<file path="src/rtl/regseq_pkg.sv">
// Shared definitions for the register-file sequencer.
// Contents: opcode encodings, opcode field width and the FSM state encoding.
package regseq_pkg;

  localparam int unsigned OP_W = 2;

  localparam logic [OP_W-1:0] OP_ADD  = 2'b00;
  localparam logic [OP_W-1:0] OP_SUB  = 2'b01;
  localparam logic [OP_W-1:0] OP_ADDI = 2'b10;
  localparam logic [OP_W-1:0] OP_OUT  = 2'b11;

  typedef enum logic [2:0] {
    StIdle,
    StRead,
    StExec,
    StWsetup,
    StWpulse,
    StWhold,
    StDone
  } state_e;

endpackage

</file>
<file path="src/rtl/regfile_sequencer_if.sv">
// Bus bundle between the sequencer and its environment.
// Groups the instruction handshake, the register-file read/write ports, the result handshake
// and the sticky write-back error flag.
//   master : the sequencer side (drives addresses, strobes and results)
//   slave  : the environment side (instruction source, register file, result consumer)
interface regfile_sequencer_if #(
  parameter int unsigned DATA_W = 8,
  parameter int unsigned ADDR_W = 2
);
  localparam int unsigned INSTR_W = 2 + 3 * ADDR_W;

  logic               instr_valid;
  logic               instr_ready;
  logic [INSTR_W-1:0] instr;
  logic [ADDR_W-1:0]  Read_Register1;
  logic [ADDR_W-1:0]  Read_Register2;
  logic [DATA_W-1:0]  Read_Data1;
  logic [DATA_W-1:0]  Read_Data2;
  logic [ADDR_W-1:0]  Write_Register;
  logic [DATA_W-1:0]  Write_Data_in;
  logic               RegWrite;
  logic [DATA_W-1:0]  Write_Data_out;
  logic               result_valid;
  logic               result_ready;
  logic [DATA_W-1:0]  result_data;
  logic               result_zero;
  logic               wb_err;

  modport master (
    input  instr_valid, instr, Read_Data1, Read_Data2, Write_Data_out, result_ready,
    output instr_ready, Read_Register1, Read_Register2, Write_Register, Write_Data_in,
           RegWrite, result_valid, result_data, result_zero, wb_err
  );

  modport slave (
    output instr_valid, instr, Read_Data1, Read_Data2, Write_Data_out, result_ready,
    input  instr_ready, Read_Register1, Read_Register2, Write_Register, Write_Data_in,
           RegWrite, result_valid, result_data, result_zero, wb_err
  );

endinterface

</file>
<file path="src/rtl/regseq_alu.sv">
// Combinational ALU for the sequencer.
//   op  : opcode (ADD, SUB, ADDI, OUT)
//   a   : rs operand
//   b   : rt operand
//   imm : signed immediate for ADDI
//   y   : result, modulo 2^DATA_W; OUT passes a through
module regseq_alu
  import regseq_pkg::*;
#(
  parameter int unsigned DATA_W = 8,
  parameter int unsigned ADDR_W = 2
) (
  input  logic [OP_W-1:0]   op,
  input  logic [DATA_W-1:0] a,
  input  logic [DATA_W-1:0] b,
  input  logic [ADDR_W-1:0] imm,
  output logic [DATA_W-1:0] y
);

  logic [DATA_W-1:0] imm_sext;
  assign imm_sext = {{(DATA_W - ADDR_W){imm[ADDR_W-1]}}, imm};

  always_comb begin
    y = a;
    case (op)
      OP_ADD:  y = a + b;
      OP_SUB:  y = a - b;
      OP_ADDI: y = a + imm_sext;
      default: y = a;
    endcase
  end

endmodule

</file>
<file path="src/rtl/regfile_sequencer.sv">
// Multi-cycle controller driving a register file from the initiator side.
// Accepts one instruction per handshake, reads rs/rt, executes ADD/SUB/ADDI/OUT, writes back
// with a setup/pulse/hold RegWrite sequence and returns the result on a valid/ready port.
//   clk   : rising-edge clock
//   reset : asynchronous, active-low reset
//   bus   : instruction, register-file and result signals (master side)
module regfile_sequencer
  import regseq_pkg::*;
#(
  parameter int unsigned DATA_W = 8,
  parameter int unsigned ADDR_W = 2
) (
  input logic                 clk,
  input logic                 reset,
  regfile_sequencer_if.master bus
);

  localparam int unsigned INSTR_W = 2 + 3 * ADDR_W;

  state_e             state_q, state_d;
  logic [INSTR_W-1:0] instr_q, instr_d;
  logic [DATA_W-1:0]  res_q, res_d;
  logic               wb_err_q, wb_err_d;

  logic [OP_W-1:0]    op;
  logic [ADDR_W-1:0]  rs, rt, rd;
  logic [DATA_W-1:0]  alu_y;

  assign op = instr_q[INSTR_W-1 -: OP_W];
  assign rs = instr_q[3*ADDR_W-1 -: ADDR_W];
  assign rt = instr_q[2*ADDR_W-1 -: ADDR_W];
  assign rd = instr_q[ADDR_W-1:0];

  regseq_alu #(
    .DATA_W (DATA_W),
    .ADDR_W (ADDR_W)
  ) u_alu (
    .op  (op),
    .a   (bus.Read_Data1),
    .b   (bus.Read_Data2),
    .imm (rd),
    .y   (alu_y)
  );

  always_ff @(posedge clk or negedge reset) begin
    if (!reset) begin
      state_q  <= StIdle;
      instr_q  <= '0;
      res_q    <= '0;
      wb_err_q <= 1'b0;
    end else begin
      state_q  <= state_d;
      instr_q  <= instr_d;
      res_q    <= res_d;
      wb_err_q <= wb_err_d;
    end
  end

  always_comb begin
    state_d  = state_q;
    instr_d  = instr_q;
    res_d    = res_q;
    wb_err_d = wb_err_q;
    case (state_q)
      StIdle: begin
        if (bus.instr_valid) begin
          instr_d = bus.instr;
          state_d = StRead;
        end
      end
      StRead:   state_d = StExec;
      StExec: begin
        // Operands are captured here, so rd aliasing rs/rt is harmless.
        res_d   = alu_y;
        state_d = (op == OP_OUT) ? StDone : StWsetup;
      end
      StWsetup: state_d = StWpulse;
      StWpulse: state_d = StWhold;
      StWhold: begin
        if (bus.Write_Data_out != res_q) wb_err_d = 1'b1;
        state_d = StDone;
      end
      StDone: begin
        if (bus.result_ready) state_d = StIdle;
      end
      default:  state_d = StIdle;
    endcase
  end

  logic in_op, in_write, in_done;
  assign in_op    = (state_q != StIdle);
  assign in_write = (state_q == StWsetup) || (state_q == StWpulse) || (state_q == StWhold);
  assign in_done  = (state_q == StDone);

  // All strobes decode straight from state_q so an async reset drops them immediately.
  assign bus.instr_ready    = (state_q == StIdle);
  assign bus.Read_Register1 = in_op ? rs : '0;
  assign bus.Read_Register2 = in_op ? rt : '0;
  assign bus.Write_Register = in_write ? ((op == OP_ADDI) ? rt : rd) : '0;
  assign bus.Write_Data_in  = in_write ? res_q : '0;
  assign bus.RegWrite       = (state_q == StWpulse);
  assign bus.result_valid   = in_done;
  assign bus.result_data    = in_done ? res_q : '0;
  assign bus.result_zero    = in_done && (res_q == '0);
  assign bus.wb_err         = wb_err_q;

endmodule
</file>
<file path="src/flat_wrapper.sv">
// flat-port wrapper written by rule: the top's interface ports become plain ports
module regfile_sequencer_flat import regseq_pkg::*;
#(
  parameter int unsigned DATA_W = 8,
  parameter int unsigned ADDR_W = 2
)
  (clk, reset, bus_instr_valid, bus_instr, bus_Read_Data1, bus_Read_Data2, bus_Write_Data_out, bus_result_ready, bus_instr_ready, bus_Read_Register1, bus_Read_Register2, bus_Write_Register, bus_Write_Data_in, bus_RegWrite, bus_result_valid, bus_result_data, bus_result_zero, bus_wb_err);
  regfile_sequencer_if #(.DATA_W(DATA_W), .ADDR_W(ADDR_W)) bus_i ();
  input logic clk;
  input logic reset;
  input wire logic [$bits(bus_i.instr_valid)-1:0] bus_instr_valid;
  input wire logic [$bits(bus_i.instr)-1:0] bus_instr;
  input wire logic [$bits(bus_i.Read_Data1)-1:0] bus_Read_Data1;
  input wire logic [$bits(bus_i.Read_Data2)-1:0] bus_Read_Data2;
  input wire logic [$bits(bus_i.Write_Data_out)-1:0] bus_Write_Data_out;
  input wire logic [$bits(bus_i.result_ready)-1:0] bus_result_ready;
  output wire logic [$bits(bus_i.instr_ready)-1:0] bus_instr_ready;
  output wire logic [$bits(bus_i.Read_Register1)-1:0] bus_Read_Register1;
  output wire logic [$bits(bus_i.Read_Register2)-1:0] bus_Read_Register2;
  output wire logic [$bits(bus_i.Write_Register)-1:0] bus_Write_Register;
  output wire logic [$bits(bus_i.Write_Data_in)-1:0] bus_Write_Data_in;
  output wire logic [$bits(bus_i.RegWrite)-1:0] bus_RegWrite;
  output wire logic [$bits(bus_i.result_valid)-1:0] bus_result_valid;
  output wire logic [$bits(bus_i.result_data)-1:0] bus_result_data;
  output wire logic [$bits(bus_i.result_zero)-1:0] bus_result_zero;
  output wire logic [$bits(bus_i.wb_err)-1:0] bus_wb_err;
  assign bus_i.instr_valid = bus_instr_valid;
  assign bus_i.instr = bus_instr;
  assign bus_i.Read_Data1 = bus_Read_Data1;
  assign bus_i.Read_Data2 = bus_Read_Data2;
  assign bus_i.Write_Data_out = bus_Write_Data_out;
  assign bus_i.result_ready = bus_result_ready;
  assign bus_instr_ready = bus_i.instr_ready;
  assign bus_Read_Register1 = bus_i.Read_Register1;
  assign bus_Read_Register2 = bus_i.Read_Register2;
  assign bus_Write_Register = bus_i.Write_Register;
  assign bus_Write_Data_in = bus_i.Write_Data_in;
  assign bus_RegWrite = bus_i.RegWrite;
  assign bus_result_valid = bus_i.result_valid;
  assign bus_result_data = bus_i.result_data;
  assign bus_result_zero = bus_i.result_zero;
  assign bus_wb_err = bus_i.wb_err;
  regfile_sequencer #(.DATA_W(DATA_W), .ADDR_W(ADDR_W)) u_core (.clk(clk), .reset(reset), .bus(bus_i));
endmodule
</file>
<file path="config.mk">
export PLATFORM = sky130hd
export DESIGN_NAME = regfile_sequencer_flat
export DESIGN_NICKNAME = d
export VERILOG_FILES = /design/src/rtl/regseq_pkg.sv /design/src/rtl/regfile_sequencer_if.sv /design/src/rtl/regseq_alu.sv /design/src/rtl/regfile_sequencer.sv /design/src/flat_wrapper.sv
export SDC_FILE = /design/constraint.sdc
export NUM_CORES = 1
export LEC_CHECK = 0
export ABC_AREA = 1
export BUFFER_PORTS_ARGS = -buffer_cell sky130_fd_sc_hd__buf_2
export CORE_AREA = 8 8 69 71
export CTS_BUF_LIST = sky130_fd_sc_hd__clkbuf_8
export DETAILED_ROUTE_END_ITERATION = 10
export DIE_AREA = 0 0 77 79
export GPL_TIMING_DRIVEN = 0
export PLACE_DENSITY = 0.84
export SETUP_SLACK_MARGIN = 0.2
export SYNTH_ARGS = -nofsm -noshare
export SYNTH_HDL_FRONTEND = slang
export SYNTH_HIERARCHICAL = 1
export SYNTH_SLANG_ARGS = --single-unit
</file>
<file path="constraint.sdc">
create_clock -name clk -period 3.25 [get_ports clk]
set_input_delay 0.4875 -clock clk [delete_from_list [all_inputs] [get_ports clk]]
set_output_delay 0.4875 -clock clk [all_outputs]
set_load 0.005 [all_outputs]
</file>
After elaboration in Yosys (flattened, before gate mapping)
Index checks and enable logic that the tools add are counted.
Storage, ports and cells
  output and inout bits: 27
  word-level logic and storage cells: 40
  bits in registers: 20
  input port bits: 36
Cells by class
  reductions and logical operators: 10
  eq/ne operators: 12
  muxes and demuxes: 11
  $add $sub $neg: 3
Operators with widths (count)
  8-bit case mux with 3 select lines: 1
  3-bit case mux with 7 select lines: 1
  8-bit adder: 2
  8-bit two-way mux: 2
  3-bit == test (second input constant): 3
  3-bit two-way mux: 3
  8-bit zero test: 1
  2-bit two-way mux: 4
  8-bit inequality test: 1
  8-bit subtractor: 1
  3-bit by 2-bit == test with 1-bit output (second input constant): 2
  2-bit AND reduction: 3
  2-bit == test (second input constant): 2
  2-bit inequality test (second input constant): 2
  3-bit by 1-bit == test with 1-bit output (second input constant): 1
  3-bit zero test: 1
  3-bit nonzero test: 1
  2-bit by 1-bit == test with 1-bit output (second input constant): 1
  2-bit zero test: 1
  1-bit logical OR: 2
  1-bit logical AND: 1

Depth between registers and ports, before layout
Gate-level depths: netlist of the first run.
  depth in word-level cells: 4
  depth in mapped cells: 22
  gate-level depth less buffers: 22

By module
The synthesis of the first run kept the hierarchy.
Modules (own cells, without submodules)
  regfile_sequencer: times used 1, area each 1159.9 µm², cells an instance 155, seq. area each 500.5 µm²
  regseq_alu: times used 1, area each 729.4 µm², cells an instance 136, seq. area each 0.0 µm²

Least setup slack after synthesis of the first run
Ideal clock, no wire load.
  path kind: register to register
  start point: reg u_core.instr_q[7]
  end point: reg u_core.res_q[6]
  arrival time: 2355 ps
  setup time: 123 ps
  path slack: 772 ps
  data required time: 3127 ps
  stages on the path, launching flop included: 20
  cells stage by stage: dfrtp_1 > ha_1 > inv_2 > nand2_1 > inv_2 > nand2_1 > o21ai_0 > inv_1 > fa_1 > nand3_1 > nand3_1 > nand2_1 > nand2_1 > nand2_1 > nand2_1 > xor2_1 > nand2_1 > nand2_1 > nor2_1 > a21oi_1
On the way
  cells in the longest elaborated chain, start to end: 2
  elaborated cells on any way between the ends: 4
  those cells by class: 2 x eq/ne; 1 x mux; 1 x reduce/logical
RTL lines
  from (decl): line regfile_sequencer.sv:21  | logic [INSTR_W-1:0] instr_q, instr_d;
  from (signal assigned): line regfile_sequencer.sv:53  | instr_q <= instr_d;
  2-bit == test (tied with other cells): line regseq_alu.sv:25  | case (op)
  8-bit case mux with 3 select lines *: line regseq_alu.sv:25
  net u_core.alu_y[6]: line regfile_sequencer.sv:27  | logic [DATA_W-1:0] alu_y;
  to (signal assigned): line regfile_sequencer.sv:54  | res_q <= res_d;
  to (decl): line regfile_sequencer.sv:22  | logic [DATA_W-1:0] res_q, res_d;
The timed path passes the listed nets; every way through them passes the cells marked *.
A chain may end at the register's enable or synchronous reset.

Final worst setup path of the first run
  start point: reg u_core.instr_q[7]
  end point: reg u_core.res_q[5]
Same word-level chain as after synthesis.

==> results by stage, run 1 <==
Status:
- The run finished with clean final reports.

Worst setup path:
- The critical path is of the reg -> reg type.
- The arrival time of data at the critical path endpoint is approximately 2.9 ns.
- The kind of launch point of the worst setup path is a flop.
- The worst setup path is captured at a flop.
- STA puts the critical path data required time at 3.39 ns.
- The maximum fanout along the worst path is 8.

Die:
- The count of pins on the block boundary is 63.
- The die height is 79 um.
- The effective utilization at floorplan is 0.4974.
- The row count is 23.
- After floorplanning, the core was sized to cover 3799 um^2.
- The die extent in x is ~77 um.
- The die covers approximately 6100 um^2.

Global routing:
- The first global-routing pass estimated roughly 7.7 mm of wire.
- The aggregate global-route resource usage is 0.1486.
- The pin count of the biggest net entering global routing is 21.
- The initial antenna violation count is 0.
- The number of global-route vias before repair is 1813.
- The total grt overflow is 0.

Timing:
- Headroom to the max-slew limit came out at 0.6983.
- In the finished design, the share of the clock period the worst path needs comes to 0.8432.
- The max-slew violation total from the final report is 0.
- For the pin with the worst max-slew slack, the measured transition is around 0.45 ns.
- Summed over all failing endpoints, the final setup total negative slack is 0 ns.
- Timing would allow up to approximately 360 MHz.
- On the final layout, the worst clock skew is between 0.008 and 0.009 ns.
- The count of endpoints failing hold in the final timing report is 0.
- Setup repair after global routing left no endpoint under its margin.
- The minimum clock period after layout is about 2.7 ns.
- The number of setup violations in the final report is 0.

Clock network:
- Once the clock tree was built, the setup fixing pass inserted 0 buffers.
- For the worst-skew pair, the clock arrives at the later sink with an insertion delay of ~0.26 ns.
- The CTS tree is built.
- The cell sitting at the root of the clock tree is a sky130_fd_sc_hd__clkbuf_8.
- CTS built an H-tree with a depth of 1.
- After clock tree synthesis, the clock-pin slew on the worst setup and hold paths is ~0.080 ns.
- The tree built by TritonCTS fans out to 20 sinks.
- The number of buffers created by CTS is 3.
- The maximum number of buffers from clock root to sink is 2.

Yosys:
- After synthesis, the mean cell area works out to 6.492 um^2.
- After synthesis, the cell types taking the most area are sky130_fd_sc_hd__dfrtp_1, sky130_fd_sc_hd__nand2_1, sky130_fd_sc_hd__ha_1.
- For this run, the register share of the synthesized area comes to 0.2649.
- The dominant combinational cell family by area after synthesis is simple AND/OR/NAND/NOR gates.
- Of the post-synthesis cell area, the dominant cell type holds 0.2649.
- Counting flops and latches in the post-synthesis netlist gives 20.
- Synthesis handed over a netlist of ~290 instances.
- Measured against the total synthesized area, the mux share comes to 0.
- The share of synthesized cell area in and, or, nand and nor gates is 0.3728.
- The net count of the mapped netlist is 341.
- The largest area contributor in the netlist is sky130_fd_sc_hd__dfrtp_1.
- The XOR/XNOR share of the synthesized area is 0.02781.
- The cell area that synthesis handed to floorplanning was 1889 um^2.
- The area fraction in compound gates after synthesis is 0.1225.
- The arithmetic-cell share of the synthesized area counting full adders, half adders and majority gates is 0.09669.
- The number of different library cells in the post-synthesis netlist is 31.
- During synthesis, Yosys emitted a total of 6 warnings.

Min path:
- The tightest min-delay check is of the in -> async type.

Drt:
- In the routed design, unresolved DRC markers number 0.
- In the final routed layout, each cell accounts on average for 11.28 um.
- In this run, the number of DRC markers left after iteration 0 of detailed routing was between 50 and 60.
- The detailed-routing iteration count for the pre-antenna-repair pass is 4.
- Once detail routing completed, the nets flagged for antenna violations numbered 0.
- Summed over all layers, the routed wires come to 4.592 mm.
- The detailed-route vias per instance is approximately 4.8.
- Across all layers, the routed design uses ~2000 vias.

Power:
- The cell area power density is 997.4 nW/um^2.
- Of the total power, the share spent switching nets is 0.4913.
- Of the total power, combinational logic draws 0.693.
- The part of the total power dissipated in the clock network is 0.106.
- Of the total power, registers draw 0.201.
- After layout, the design draws a total of about 2.3 mW.
- For this design the total switching power over the nets is 1.150 mW.
- IR analysis of the VDD net gives a maximum drop of ~350 uV.
- Summed over all cells, the static leakage comes to 1.370 nW.
- The internal power contribution is 1.190 mW.

Placed design:
- Input and output buffers added on the ports amount to 62.
- The final weighted congestion of routability-driven global placement is ~0.83.
- After legalization and detailed placement, the total HPWL measured roughly 3.9 mm.

Run:
- The max-cap violation count is 0.

Layout:
- Relative to the synthesized area, the layout overhead comes to 24.17%.
- Of the cells placed in the final design, the portion with a size suffix greater than 1 is 0.2745.
- Fill cells in the final layout number between 300 and 400.
- The number of diodes added for antenna fixing is 0.
- The number of nets in the finished design is 408.
-- metal layers --
| metal | vias up | track usage | part of all wire |
|---|---|---|---|
| li1 | 1039 | - | - |
| met3 | 7 | 0.03160 | 0.057 |
| met5 | - | 0 | 0 |
| met4 | 0 | 0.06792 | 0.019 |
| met1 | 861 | 0.1758 | 0.46 |
| met2 | 57 | 0.2540 | 0.47 |
-- power groups by stage --
stage | registers [mW] | clock network (mW) | logic, mW
after detailed placement | 0.471 | 0 | 1.60
after global routing | 0.487 | 0.263 | 1.86
after floorplan | 0.450 | 0 | 1.19
final | 0.470 | 0.247 | 1.62
after global placement | 0.464 | 0 | 1.55
after CTS | 0.466 | 0.254 | 1.61
-- synthesized netlist by cell type --
cell type,instances
sky130_fd_sc_hd__fa_1,1
sky130_fd_sc_hd__or2_0,1
sky130_fd_sc_hd__nor2_2,3
sky130_fd_sc_hd__buf_2,2
sky130_fd_sc_hd__nand3_1,19
sky130_fd_sc_hd__o21ai_0,8
sky130_fd_sc_hd__buf_8,1
sky130_fd_sc_hd__nor2_4,3
sky130_fd_sc_hd__inv_1,40
sky130_fd_sc_hd__a31oi_1,1
sky130_fd_sc_hd__a22oi_1,3
sky130_fd_sc_hd__a21oi_2,6
sky130_fd_sc_hd__a21oi_1,14
sky130_fd_sc_hd__buf_6,1
sky130_fd_sc_hd__o211ai_1,2
sky130_fd_sc_hd__or2_4,1
sky130_fd_sc_hd__nand2_4,2
sky130_fd_sc_hd__nor3_1,2
sky130_fd_sc_hd__inv_6,1
sky130_fd_sc_hd__nand4_1,3
sky130_fd_sc_hd__ha_1,13
sky130_fd_sc_hd__o21ai_2,1
sky130_fd_sc_hd__inv_2,6
sky130_fd_sc_hd__o22ai_1,1
sky130_fd_sc_hd__xnor2_1,5
sky130_fd_sc_hd__nand2_2,4
sky130_fd_sc_hd__xor2_1,1
sky130_fd_sc_hd__dfrtp_1,20
sky130_fd_sc_hd__o21ai_1,2
sky130_fd_sc_hd__nand2_1,81
sky130_fd_sc_hd__nor2_1,43
-- state kept, by name, summed over array words and instances (netlist names) --
register / cells
u_core/instr_q: 8
u_core/res_q: 8
u_core/state_q: 3
u_core/bus.wb_err: 1
-- critical path, cell delays in order (launching register included) --
cell,delay [ns]
sky130_fd_sc_hd__dfrtp_1,0.49
sky130_fd_sc_hd__ha_4,0.36
sky130_fd_sc_hd__inv_2,0.05
sky130_fd_sc_hd__nand2_1,0.11
sky130_fd_sc_hd__inv_2,0.08
sky130_fd_sc_hd__a22oi_1,0.23
sky130_fd_sc_hd__ha_1,0.30
sky130_fd_sc_hd__a21oi_2,0.13
sky130_fd_sc_hd__nand2_1,0.10
sky130_fd_sc_hd__nand2_1,0.10
sky130_fd_sc_hd__nand2_1,0.05
sky130_fd_sc_hd__nand2_1,0.05
sky130_fd_sc_hd__nand2_1,0.06
sky130_fd_sc_hd__or2_0,0.20
sky130_fd_sc_hd__nand3_1,0.07
sky130_fd_sc_hd__nand2_1,0.05
sky130_fd_sc_hd__nor2_1,0.11
sky130_fd_sc_hd__a21oi_1,0.06
-- cells by family (layout without fill, tap and decap cells) --
kind of cell             after synthesis  count (layout)
AND/OR/NAND/NOR                      162             162
buffers and inverters                 51             117
flip-flops                            20              20
XOR/XNOR                               6               6
AO/OA/AOI/OAI                         38              38
adder cells (fa/ha/maj)               14              14
-- area by class of cell --
| class | count | area, um^2 | share of cell area |
|---|---|---|---|
| multi-input cells | 220 | 1184 | 0.5045 |
| flip-flops and latches | 20 | 500.5 | 0.2133 |
| repair buffers | 62 | 310.3 | 0.1323 |
| inverters | 47 | 181.4 | 0.07733 |
| well taps | 50 | 62.56 | 0.02667 |
| clock buffers | 3 | 41.29 | 0.01760 |
| plain buffers | 4 | 36.28 | 0.01547 |
| clock inverters | 1 | 30.03 | 0.01280 |
-- per-stage QoR --
| step | std cells | hold slack, ns | setup WS [ns] | util | area [um^2] |
|---|---|---|---|---|---|
| 2_1_floorplan | 291 | 0.1919 | 0.7720 | - | 1889 |
| 3_3_place_gp | 403 | 0.4411 | 0.5252 | 0.5955 | 2262 |
| 3_5_place_dp | 403 | 0.4433 | 0.4724 | 0.5955 | 2262 |
| 4_1_cts | 407 | 0.1677 | 0.4202 | 0.6143 | 2333 |
| 5_1_grt | 407 | 0.1835 | 0.2555 | 0.6176 | 2346 |
| 6_report | 407 | 0.1601 | 0.5096 | 0.6176 | 2346 |
-- cell usage in the layout, fill, tap and decap left out, types with 2 or more instances in the layout --
cell type / count
sky130_fd_sc_hd__nand2_1: 81
sky130_fd_sc_hd__buf_2: 64
sky130_fd_sc_hd__nor2_1: 43
sky130_fd_sc_hd__inv_1: 40
sky130_fd_sc_hd__dfrtp_1: 20
sky130_fd_sc_hd__nand3_1: 19
sky130_fd_sc_hd__a21oi_1: 14
sky130_fd_sc_hd__ha_1: 12
sky130_fd_sc_hd__o21ai_0: 8
sky130_fd_sc_hd__inv_2: 6
sky130_fd_sc_hd__a21oi_2: 6
sky130_fd_sc_hd__xnor2_1: 5
sky130_fd_sc_hd__nand2_2: 4
sky130_fd_sc_hd__clkbuf_8: 3
sky130_fd_sc_hd__nor2_4: 3
sky130_fd_sc_hd__nand4_1: 3
sky130_fd_sc_hd__nor2_2: 3
sky130_fd_sc_hd__a22oi_1: 3
sky130_fd_sc_hd__nor3_1: 2
sky130_fd_sc_hd__nand2_4: 2
sky130_fd_sc_hd__o211ai_1: 2
sky130_fd_sc_hd__o21ai_1: 2
-- path summary, 6_finish.rpt --
path                                               start                       endpoint  slack [ns]  cells past startpoint
max                        u_core/instr_q[7]$_DFFE_PN0P_    u_core/res_q[5]$_DFFE_PN0N_        0.51                     17
min                                                reset  u_core/bus.wb_err$_DFFE_PN0P_        0.16                      1
max reg2reg                u_core/instr_q[7]$_DFFE_PN0P_    u_core/res_q[5]$_DFFE_PN0N_        0.51                     17
min reg2reg                u_core/bus.wb_err$_DFFE_PN0P_  u_core/bus.wb_err$_DFFE_PN0P_        0.46                      2
max in group asynchronous                          reset  u_core/instr_q[6]$_DFFE_PN0P_        2.77                      1
min in group clk                            bus_instr[0]  u_core/instr_q[0]$_DFFE_PN0P_        0.45                      3
-- timing repair --
action / 4_1_cts / 5_1_grt
resized for setup: 0 / 2
endpoints found under the setup margin: 0 / 2
hold buffers: 0 / 0
Power figures use the tool's default switching activity.
==> inputs of run 2 (changes only) <==
--- a/config.mk
+++ b/config.mk
@@ -5,14 +5,14 @@
 export SDC_FILE = /design/constraint.sdc
 export NUM_CORES = 1
 export LEC_CHECK = 0
-export ABC_AREA = 1
+export ABC_AREA = 0
 export BUFFER_PORTS_ARGS = -buffer_cell sky130_fd_sc_hd__buf_2
-export CORE_AREA = 8 8 69 71
+export CORE_AREA = 8 8 70 72
 export CTS_BUF_LIST = sky130_fd_sc_hd__clkbuf_8
 export DETAILED_ROUTE_END_ITERATION = 10
-export DIE_AREA = 0 0 77 79
+export DIE_AREA = 0 0 78 80
 export GPL_TIMING_DRIVEN = 0
-export PLACE_DENSITY = 0.84
+export PLACE_DENSITY = 0.83
 export SETUP_SLACK_MARGIN = 0.2
 export SYNTH_ARGS = -nofsm -noshare
 export SYNTH_HDL_FRONTEND = slang
==> constraint.sdc (replaced) <==
create_clock -name clk -period 2.7 [get_ports clk]
set_input_delay 0.405 -clock clk [delete_from_list [all_inputs] [get_ports clk]]
set_output_delay 0.405 -clock clk [all_outputs]
set_load 0.005 [all_outputs]
==> results by stage, run 2 <==
Timing:
- The number of setup violations in the final report is 3.
- In the finished design, the share of the clock period the worst path needs comes to 1.137.
- The count of endpoints failing hold in the final timing report is 0.
- The max-slew violation total from the final report was 0.
- The transition time at the pin with the least slew margin is around 0.44 ns.
- The total negative slack for setup checks is -0.8561 ns.
- The worst setup skew after layout is between 0.007 and 0.008 ns.
- The minimum clock period after layout is between 3 and 4 ns.
- The relative slew slack is 0.7084.
- After layout, the worst setup slack is -0.3705 ns.
- The achievable frequency is between 300 and 400 MHz.
- Setup repair after global routing could not meet its margin everywhere.

Worst setup path:
- The type of the worst setup path is reg -> reg.
- In this run the critical register-to-register path is captured at u_core/res_q[6]$_DFFE_PN0N_.
- The worst setup path is captured at a flop.
- STA classifies the critical path startpoint as a flop.
- Of all nets on the critical path, the largest fanout is 6.
- The arrival time of data at the critical path endpoint is 3.21 ns.
- The worst reg-to-reg setup slack is -0.37 ns.
- At the worst endpoint, the required time is 2.84 ns.
- The origin of the critical flop-to-flop path is u_core/instr_q[6]$_DFFE_PN0P_.
- The depth of the worst register-to-register path is 14.

Clock network:
- The tree is rooted in a sky130_fd_sc_hd__clkbuf_8.
- The number of levels in the clock H-tree is 1.
- No sink is reached through more buffers than the 2 on the longest clock path.
- CTS saw 20 sinks.
- The number of buffers created by CTS is 3.
- For the worst-skew pair, the clock arrives at the later sink with an insertion delay of roughly 0.26 ns.
- The clock slew at the register clock pins of the worst setup and hold paths is roughly 0.080 ns.
- The CTS tree is built.
- For this design, the CTS-stage hold fixing added 0 buffers.

Min path:
- In this run the worst hold path is classified as in -> async.

Die:
- In this run the vertical extent of the chip is 80 um.
- The effective utilization at floorplan is 0.4971.
- The count of pins on the block boundary is 63.
- The area inside the core boundary is roughly 3900 um^2.
- The floorplan step defined a die boundary enclosing approximately 6200 um^2.
- The row count is 23.
- The die extent in x is about 78 um.

Placed design:
- Once detailed placement completed, the half-perimeter wirelength came to between 3 and 4 mm.
- At the placement stage, the worst setup path has a slack of -0.6053 ns.
- At the end of routability-driven placement, the weighted congestion stood at between 0.8 and 0.9.
- The count of port buffers added during placement is 62.

Layout:
- 0 antenna diodes ended up in the layout.
- The number of nets in the finished design is around 350.
- The share of post-route cells with drive strength above 1 is 0.5167.
- The most frequent standard cell in the layout excluding fill and tap cells is sky130_fd_sc_hd__buf_2.
- The largest registers in the layout are u_core/instr_q: 8 flops, u_core/res_q: 8 flops, u_core/state_q: 3 flops.
- In the layout the commonest cells are sky130_fd_sc_hd__buf_2, sky130_fd_sc_hd__buf_4, sky130_fd_sc_hd__dfrtp_1, sky130_fd_sc_hd__mux2_2.
- Fill cells in the final layout number between 200 and 300.
- The fraction of the core area covered by cells at the end of the flow is 0.7200.
- The synthesis-to-layout area growth is 44.84%.

Global routing:
- The first global-routing pass estimated between 8 and 9 mm of wire.
- The number of global-route vias before repair is 1874.
- The initial antenna violation count is 0.
- The total overflow left after global routing is 0.
- In the global route stage, overall resource usage came out at 0.1642.
- The pin count of the biggest net entering global routing is 21.

Yosys:
- The share of the synthesized area in the top cell type is 0.2611.
- The synthesized area divided by synthesized cell count is ~9 um^2.
- The share of synthesized area spent on multiplexers is 0.1299.
- For this run, the register share of the synthesized area comes to 0.2611.
- The fraction of registers with async set or reset after synthesis is 1.000.
- The number of different library cells in the post-synthesis netlist is 51.
- After synthesis, the largest family of logic cells by area is simple AND/OR/NAND/NOR gates.
- The share of synthesized cell area in and, or, nand and nor gates is 0.2546.
- The largest area contributor in the netlist is sky130_fd_sc_hd__dfrtp_1.
- In this run, synthesis inferred 0 flip-flops with an integrated enable.
- The Yosys step of the flow raised 6 warnings.
- After synthesis, the cell types taking the most area are sky130_fd_sc_hd__dfrtp_1, sky130_fd_sc_hd__mux2_2, sky130_fd_sc_hd__ha_1.
- sky130_fd_sc_hd__dfrtp_1 is the most common cell in the netlist.
- The area fraction in compound gates after synthesis is 0.1586.
- The prevailing post-synth register cell is sky130_fd_sc_hd__dfrtp_1.
- The number of storage elements in the synthesis netlist is 20.
- The net count of the mapped netlist is between 200 and 300.
- The arithmetic-cell share of the synthesized area counting full adders, half adders and majority gates is 0.09530.
- Summing every instance area after synthesis gives between 1500 and 2000 um^2.
- Of the total synthesized cell area, the portion taken by XOR and XNOR cells is 0.04569.
- The post-synthesis cell count is between 200 and 250.
- Sorting the synthesized cells by how often they occur yields sky130_fd_sc_hd__dfrtp_1, sky130_fd_sc_hd__mux2_2, sky130_fd_sc_hd__a21oi_1, sky130_fd_sc_hd__inv_1, sky130_fd_sc_hd__ha_1.

Drt:
- The detailed-route vias per instance is ~5.5.
- For this block, wires on met1 add up to roughly 2.4 mm.
- After detailed routing, the average wire length per cell comes to 16.80 um.
- After detailed routing, the total wire length is between 5 and 6 mm.
- Routed signal wires occupy layers up through met4.
- The routed layout has between 1500 and 2000 vias.
- Once detail routing completed, the nets flagged for antenna violations numbered 0.
- The detailed-routing iteration count for the pre-antenna-repair pass is 4.
- After detailed routing, the met2 layer carries about 3.0 mm of wire.
- For this run, design rule violations remaining after detail routing come to 0.
- The detailed router's first-iteration violation count is 89.
- In the detailed route, the total length drawn on met3 is between 300 and 400 um.

Status:
- The run finished, with violations left.
- The checks that failed: setup timing.

Power:
- The analysis attributes to cell leakage a power of between 1 and 1.5 nW.
- IR analysis of the VDD net gives a maximum drop of approximately 800 uV.
- The total power is 3.922 mW.
- The cell area power density is ~1400 nW/um^2.

Run:
- The max-cap violation count is 0.
[run 2: changes by cell type after synthesis, sizes merged, moves of 7 or more]
cell   before  now
and2        0   10
nand2      87   11
inv        47   15
xor2        1    8
nor2       49    9
nor2b       0   11
mux2        0   20
nand3      19    3
[run 2: kinds of logic after synthesis]
logic type,after synthesis
AO/OA/AOI/OAI,48
XOR/XNOR,10
adder cells (fa/ha/maj),14
buffers and inverters,24
flip-flops,20
multiplexers,22
AND/OR/NAND/NOR,77
[run 2: where the power goes]
| group | switching, mW | leakage, nW | total [mW] | internal (mW) |
|---|---|---|---|---|
| registers | 0.182 | 0.233 | 0.641 | 0.459 |
| clock network | 0.101 | 0.0357 | 0.299 | 0.198 |
| logic | 1.38 | 1.04 | 2.98 | 1.60 |
| total | 1.67 | 1.30 | 3.92 | 2.25 |
[run 2: critical path, cell delays in order, from the launching register on]
cell and delay (ns):
sky130_fd_sc_hd__dfrtp_2 0.42, sky130_fd_sc_hd__inv_2 0.08, sky130_fd_sc_hd__ha_4 0.20, sky130_fd_sc_hd__buf_6 0.12, sky130_fd_sc_hd__clkbuf_16 0.15, sky130_fd_sc_hd__o21ai_2 0.11
sky130_fd_sc_hd__nand2_1 0.07, sky130_fd_sc_hd__ha_2 0.18, sky130_fd_sc_hd__fa_2 0.35, sky130_fd_sc_hd__a21o_1 0.17, sky130_fd_sc_hd__a21o_1 0.19, sky130_fd_sc_hd__a21oi_2 0.17
sky130_fd_sc_hd__nor4_1 0.06, sky130_fd_sc_hd__or3b_4 0.41, sky130_fd_sc_hd__mux2_4 0.26
[run 2: timing repair]
item | in CTS | in global routing
gates resized for setup | 17 | 27
setup endpoints to repair | 7 | 9
pin swaps | 16 | 15
setup buffers | 16 | 3
cloned | 0 | 0
[run 2: worst max path at each step]
stage,end,startpoint,slack [ns]
after floorplan,u_core/res_q[6]$_DFFE_PN0N_,u_core/instr_q[6]$_DFFE_PN0P_,-0.32
after global placement,u_core/res_q[6]$_DFFE_PN0N_,u_core/instr_q[6]$_DFFE_PN0P_,-0.52
after detailed placement,u_core/res_q[7]$_DFFE_PN0N_,u_core/instr_q[6]$_DFFE_PN0P_,-0.61
after CTS,u_core/res_q[6]$_DFFE_PN0N_,u_core/instr_q[6]$_DFFE_PN0P_,-0.33
after global routing,u_core/res_q[6]$_DFFE_PN0N_,u_core/instr_q[6]$_DFFE_PN0P_,-0.43
final,u_core/res_q[6]$_DFFE_PN0N_,u_core/instr_q[6]$_DFFE_PN0P_,-0.37
[run 2: area by class of cell]
class                           count  area (um^2)  share of cell area
Sequential cell                    20        503.0              0.1812
Timing Repair Buffer               81        456.7              0.1645
Clock inverter                      1        30.03             0.01082
Tap cell                           50        62.56             0.02253
Multi-Input combinational cell    171         1539              0.5543
Buffer                              9        87.58             0.03155
Clock buffer                        3        41.29             0.01487
Inverter                           15        56.30             0.02028
[run 2: stage by stage]
| step | hold slack (ns) | area [um^2] | std cells |
|---|---|---|---|
| final | 0.07233 | 2776 | 350 |
| after global routing | 0.09566 | 2776 | 350 |
| after CTS | 0.08695 | 2610 | 347 |
| after detailed placement | 0.3720 | 2338 | 327 |
| after global placement | 0.3735 | 2338 | 327 |
| after floorplan | 0.1094 | 1966 | 215 |
[run 2: routing by layer]
metal	GRT usage	up-vias
met5	0	-
met4	0.04444	0
met3	0.03266	14
met2	0.2916	65
met1	0.1967	916
li1	-	943
